### config.mk
export PLATFORM = sky130hd
export DESIGN_NAME = sd_deser
export DESIGN_NICKNAME = d
export VERILOG_FILES = /design/src/rtl/sd_deser_pkg.sv /design/src/rtl/sd_deser.sv
export SDC_FILE = /design/constraint.sdc
export NUM_CORES = 1
export LEC_CHECK = 0
export ABC_CLOCK_PERIOD_IN_PS = 2350
export CORE_MARGIN = 2
export CORE_UTILIZATION = 40
export CTS_CLUSTER_DIAMETER = 50
export DETAILED_ROUTE_END_ITERATION = 6
export HOLD_SLACK_MARGIN = 0.03
export PLACE_DENSITY = 0.74
export SYNTH_ARGS = -nofsm -noshare
export SYNTH_HDL_FRONTEND = slang
export SYNTH_SLANG_ARGS = --single-unit
### constraint.sdc
create_clock -name clk -period 2.35 [get_ports clk]
set_clock_uncertainty 0.15 [all_clocks]
set_input_delay 0.47 -clock clk [delete_from_list [all_inputs] [get_ports clk]]
set_output_delay 0.47 -clock clk [all_outputs]
set_load 0.05 [all_outputs]
### src/rtl/sd_deser_pkg.sv
// Shared helpers for the sd_deser narrow-to-wide deserializer.
// Holds the lane index sizing and the lane write-enable decode.
package sd_deser_pkg;

   localparam int unsigned MaxRatio = 32;

   // Wide enough to index any lane of the largest supported ratio.
   typedef logic [$clog2(MaxRatio)-1:0] lane_idx_t;

   function automatic int unsigned idx_width(input int unsigned ratio);
      return (ratio > 1) ? $clog2(ratio) : 1;
   endfunction

   function automatic logic [MaxRatio-1:0] onehot(input lane_idx_t cnt);
      return {{(MaxRatio-1){1'b0}}, 1'b1} << cnt;
   endfunction

endpackage

### src/rtl/sd_deser.sv
// Narrow-to-wide srdy/drdy deserializer: packs ratio beats into one registered wide word.
// Define SD_DESER_LAST_EN to add early word close (c_last) with p_last/p_mask outputs.
module sd_deser
   import sd_deser_pkg::*;
#(
   parameter int unsigned width = 8,
   parameter int unsigned ratio = 4
) (
   input  logic                   clk,
   input  logic                   reset,
   input  logic                   c_srdy,
   output logic                   c_drdy,
   input  logic [width-1:0]       c_data,
`ifdef SD_DESER_LAST_EN
   input  logic                   c_last,
   output logic                   p_last,
   output logic [ratio-1:0]       p_mask,
`endif
   output logic                   p_srdy,
   input  logic                   p_drdy,
   output logic [width*ratio-1:0] p_data
);

   localparam int unsigned IdxW = idx_width(ratio);
   localparam int unsigned Lanes = ratio - 1;
   localparam logic [IdxW-1:0] LastIdx = IdxW'(ratio - 1);

   logic [IdxW-1:0]        cnt;
   logic [width*Lanes-1:0] asm_data;
   logic [Lanes-1:0]       lane_en;
   logic [width*ratio-1:0] word;
   logic                   accept;
   logic                   close;
`ifdef SD_DESER_LAST_EN
   logic [ratio-1:0]       mask;
`endif

   always_comb begin
`ifdef SD_DESER_LAST_EN
      // Any lane may close, so the last lane can be freed by a same-cycle pop.
      c_drdy = !p_srdy | p_drdy;
      accept = c_srdy & c_drdy;
      close  = accept & ((cnt == LastIdx) | c_last);
`else
      c_drdy = (cnt != LastIdx) | !p_srdy;
      accept = c_srdy & c_drdy;
      close  = accept & (cnt == LastIdx);
`endif
      lane_en = Lanes'(onehot(lane_idx_t'(cnt)));
   end

   // Outgoing word: assembled lanes below cnt, current beat at cnt, zeros above.
   always_comb begin
      word = '0;
      for (int i = 0; i < int'(Lanes); i++) begin
         if (i == int'(cnt)) begin
            word[i*width +: width] = c_data;
         end else if (i < int'(cnt)) begin
            word[i*width +: width] = asm_data[i*width +: width];
         end
      end
      if (cnt == LastIdx) begin
         word[width*Lanes +: width] = c_data;
      end
   end

`ifdef SD_DESER_LAST_EN
   always_comb begin
      mask = '0;
      for (int i = 0; i < int'(ratio); i++) begin
         mask[i] = (i <= int'(cnt));
      end
   end
`endif

   always_ff @(posedge clk or posedge reset) begin
      if (reset) begin
         cnt      <= '0;
         asm_data <= '0;
         p_srdy   <= 1'b0;
         p_data   <= '0;
`ifdef SD_DESER_LAST_EN
         p_last   <= 1'b0;
         p_mask   <= '0;
`endif
      end else begin
         if (accept && !close) begin
            for (int i = 0; i < int'(Lanes); i++) begin
               if (lane_en[i]) begin
                  asm_data[i*width +: width] <= c_data;
               end
            end
            cnt <= cnt + 1'b1;
         end
         if (close) begin
            p_data <= word;
            p_srdy <= 1'b1;
            cnt    <= '0;
`ifdef SD_DESER_LAST_EN
            p_last <= c_last;
            p_mask <= mask;
`endif
         end else if (p_srdy && p_drdy) begin
            p_srdy <= 1'b0;
         end
      end
   end

endmodule

# After elaboration in Yosys (flattened, before gate mapping)

Index checks and enable logic that the tools add are counted.

Bits in registers: 59
Input port bits: 12
Output and inout bits: 34
Word-level logic and storage cells: 39

Add/subtract/negate cells: 1
Order comparisons: 3
Equality and inequality tests: 4
Shifts and indexed selects: 1
Muxes and demuxes: 11
Bitwise logic cells: 3
Reduce and logical (&&, ||, !) cells: 10

Operator list:

| kind                                                                 | count |
|---|---|
| 8-bit 2-to-1 mux                                                     | 7 |
| 2-bit AND reduction                                                  | 3 |
| 2-bit equality test (first input constant)                           | 2 |
| 1-bit by 2-bit < comparator with 1-bit output (first input constant) | 2 |
| 2-bit 2-to-1 mux                                                     | 2 |
| 2-bit nonzero test                                                   | 2 |
| 1-bit by 2-bit left shift with 3-bit output (first input constant)   | 1 |
| 2-bit by 1-bit adder with 2-bit output (second input constant)       | 1 |
| 1-bit bitwise AND                                                    | 2 |
| 2-bit equality test (second input constant)                          | 1 |
| 1-bit logical AND                                                    | 2 |
| 1-bit logical NOT                                                    | 2 |
| 2-bit logical NOT                                                    | 1 |
| 2-bit < comparator (first input constant)                            | 1 |
| 1-bit 2-to-1 mux                                                     | 2 |
| 2-bit != test (second input constant)                                | 1 |
| 1-bit bitwise OR                                                     | 1 |

# Longest topological paths before layout

Word-level depth: 8
Mapped depth: 6
Gate-level depth less buffers: 5

# Least setup slack after synthesis

No wires, ideal clock.

Path kind: flip-flop to output port
Start: register cnt[0]
End: output port c_drdy
Arrival: 1.133 ns
Data required time: 1.730 ns
Path slack: 0.597 ns
Stages on the path, launching flop included: 4
Path buffers: 1
Cell sequence: dfrtp_1 -> ha_1 -> clkbuf_1 -> nand2_1

Word-level cells in the longest chain between the ends: 2

Ends and longest elaborated chain:

| item                   | RTL line       | RTL |
|---|---|---|
| from (decl)            | sd_deser.sv:28 | `logic [IdxW-1:0] cnt;` |
| from (signal assigned) | sd_deser.sv:93 | `cnt <= cnt + 1'b1;` |
| 2-bit != test          | sd_deser.sv:45 | `c_drdy = (cnt != LastIdx) \| !p_srdy;` |
| 1-bit bitwise OR       | sd_deser.sv:45 |  |
| to (decl)              | sd_deser.sv:12 | `output logic c_drdy,` |

Every way passes these cells.

# Worst setup path in the final report

Start: register p_srdy
End: output port p_srdy

RTL lines:

| item                   | RTL line        | RTL |
|---|---|---|
| from (decl)            | sd_deser.sv:19  | `output logic p_srdy,` |
| from (signal assigned) | sd_deser.sv:80  | `p_srdy <= 1'b0;` |
| from (signal assigned) | sd_deser.sv:97  | `p_srdy <= 1'b1;` |
| from (signal assigned) | sd_deser.sv:104 | `p_srdy <= 1'b0;` |

No word-level cell between the ends.

==> reports/qor.yml <==
first_iter_violations: 77
die_area_um2: 6888
setup-violations-final: 0
dr.pass1.iters: 4
status: "finished, final reports clean"
synth_seq_cells: 59
cp-start-kind: "register"
dp_cells: 317
place_hpwl_um: 3294
core_area_um2: 5991
ys_async_sr_fraction_pct: 100.0
hold_viol: 0
utilization_pct: 53.95
overflow: 0
cap_violations: 0
dpl-instance-area_um2: 3053
vias_per_cell: 5.045
cp_slowest_cell: "clkdlybuf4s50_1"
crit_type: "register to output pin"
root_buffer: "clkbuf_8"
holdWs_ns: 0.2509
io_buffers: 45
vias: 1675
place_congestion: 0.7352
rsz0062_at_grt: "no"
pre_cts_ws_ns: 0.3313
synth-edff-count: 0
initial_core_util_pct: 41.67
rrSetupSlack_ns: 0.42
design_area_um2: 3232
worstReg2RegEnd: "asm_data[19]$_DFFE_PP0P_"
reg2reg_from: "cnt[0]$_DFFE_PP0P_"
grt_antenna_before_repair: 0
cts_sinks: 59
detail-route-antenna-nets: 0
maxSlewViolCount: 0
critical_path_arrival_ns: 1.58
final_nets: 269
clock_path_buffers: 2
grt_pass1_wl_um: 8293
max_slew_margin_pct: 63.70
worstMarginPinSlew_ns: 0.5434
die_w_um: 83.00
syn_area_um2: 2496
cts_hold_buf: 0
grt_pass1_vias: 1660
htreeDepth: 3
yosys_warnings: 0
drt-total-wl_um: 4954
cts_resized: 0
clock.fmax_mhz: 453.7
post-synth-top-count-cell: "dfrtp_1"
p_total_mw: 5.109
die_h_um: 83.00
fin_crit_sh_pct: 93.78
synth_top_area_cell: "dfrtp_1"
syn_inst: 203
io_pins: 46
post_drt_wl_per_cell_um: 14.92
p_leak_nw: 1.434
cp-end-kind: "output pin"
clkSlewWorstSetupHoldPaths_ns: 0.06
synth.avg_cell_area_um2: 12.30
irDropWorstVdd_uv: 902.3
synthTopCellsByArea: "dfrtp_1 (59%), mux2_2 (14%), o21ai_0 (5.2%)"
layout_setup_ws_ns: 0.1461
seq_area_frac_synth_pct: 59.15
syn_nets: 219
layout-drive-gt1-share_pct: 21.40
crit_chain: "clkdlybuf4s50_1"
drc: 0
synth_top_area_share_pct: 59.15
netlist_top_cells_count: "dfrtp_1 (59), mux2_2 (31), nand2_1 (26), o21ai_0 (26), a21oi_1 (10)"
insertedDiodeCount: 0
cts_buffers: 9
path_max_fanout: 5
cts_setup_buffers: 0
reg2regPathDepth: 4
rows: 28
clkLatencyLatePin_ns: 0.33
ys.flop_type: "dfrtp_1"
area_delta_synth_final_pct: 29.47
final.min_clock_period_ns: 2.204
setup_tns_ns: 0
power.density_nw_per_um2: 1581
grt_usage_pct: 15.63
cpPeakStageDelay_ns: 0.83
grt_max_degree: 58
path_buf_inv: 1
cts_tree: "yes"
required_ns: 1.73
final_cells: 332
synth_cell_types: 20
min_path_type: "primary input to asynchronous set/reset pin"
path_delay_family: "buffers and inverters"
==> final cells by class <==
type / instances / area [µm²]
clock buffers: 13 / 168.9
clock inverters: 2 / 10.01
fillers: 529 / 2759
inverters: 4 / 15.01
multi-input cells: 130 / 952.2
flip-flops and latches: 59 / 1476
well taps: 75 / 93.84
repair buffers: 49 / 515.5
==> cell families after synthesis <==
group                      count (synthesis)  synth area share (%)
AOI/OAI and AO/OA                         44                 9.624
muxes                                     40                 17.64
DFF                                       59                 59.15
adders and majority gates                  4                 2.005
and+or+nand+nor                           42                 8.872
buffers and inverters                     14                 2.707
==> sequential cells by signal, indices dropped and copies added, names as in the netlist <==
register	cells
asm_data	24
cnt	2
p_data	32
p_srdy	1
==> per-layer routing <==
| metal | up-vias | global-route usage (%) | share of wire, % |
|---|---|---|---|
| li1 | 813 | - | - |
| met1 | 811 | 20.83 | 47 |
| met4 | 0 | 6.706 | 1.6 |
| met3 | 7 | 6.163 | 5.3 |
| met5 | - | 0 | 0 |
| met2 | 44 | 22.65 | 46 |
==> report_power, final <==
part / internal [mW] / switching, mW
Clock: 0.460 / 0.373
Combinational: 1.00 / 1.53
Sequential: 1.50 / 0.246
Total: 2.96 / 2.15
==> worst max-delay path by stage <==
| stage | start | end | slack [ns] | cells past startpoint |
|---|---|---|---|---|
| after floorplan | reset | asm_data[0]$_DFFE_PP0P_ | 0.27 | 1 |
| after global placement | c_srdy | asm_data[8]$_DFFE_PP0P_ | 0.36 | 4 |
| after detailed placement | c_srdy | asm_data[22]$_DFFE_PP0P_ | 0.33 | 4 |
| after CTS | p_srdy$_DFFE_PP0P_ | p_srdy | 0.13 | 1 |
| after global routing | p_srdy$_DFFE_PP0P_ | p_srdy | 0.06 | 1 |
| final | p_srdy$_DFFE_PP0P_ | p_srdy | 0.15 | 1 |
==> placed cells by master, fill, tap and decap left out, drive strengths merged <==
| master | count |
|---|---|
| dfrtp | 59 |
| buf | 5 |
| a21boi | 1 |
| mux2 | 32 |
| nor2b | 1 |
| clkinv | 2 |
| clkdlybuf4s50 | 44 |
| a22oi | 7 |
| nor2 | 1 |
| clkbuf | 13 |
| a21oi | 10 |
| o21ai | 26 |
| ha | 4 |
| inv | 4 |
| and2b | 1 |
| and3b | 9 |
| nand2 | 29 |
| mux2i | 8 |
| nand3b | 1 |
Note: power is estimated with default switching activity, not from simulation.
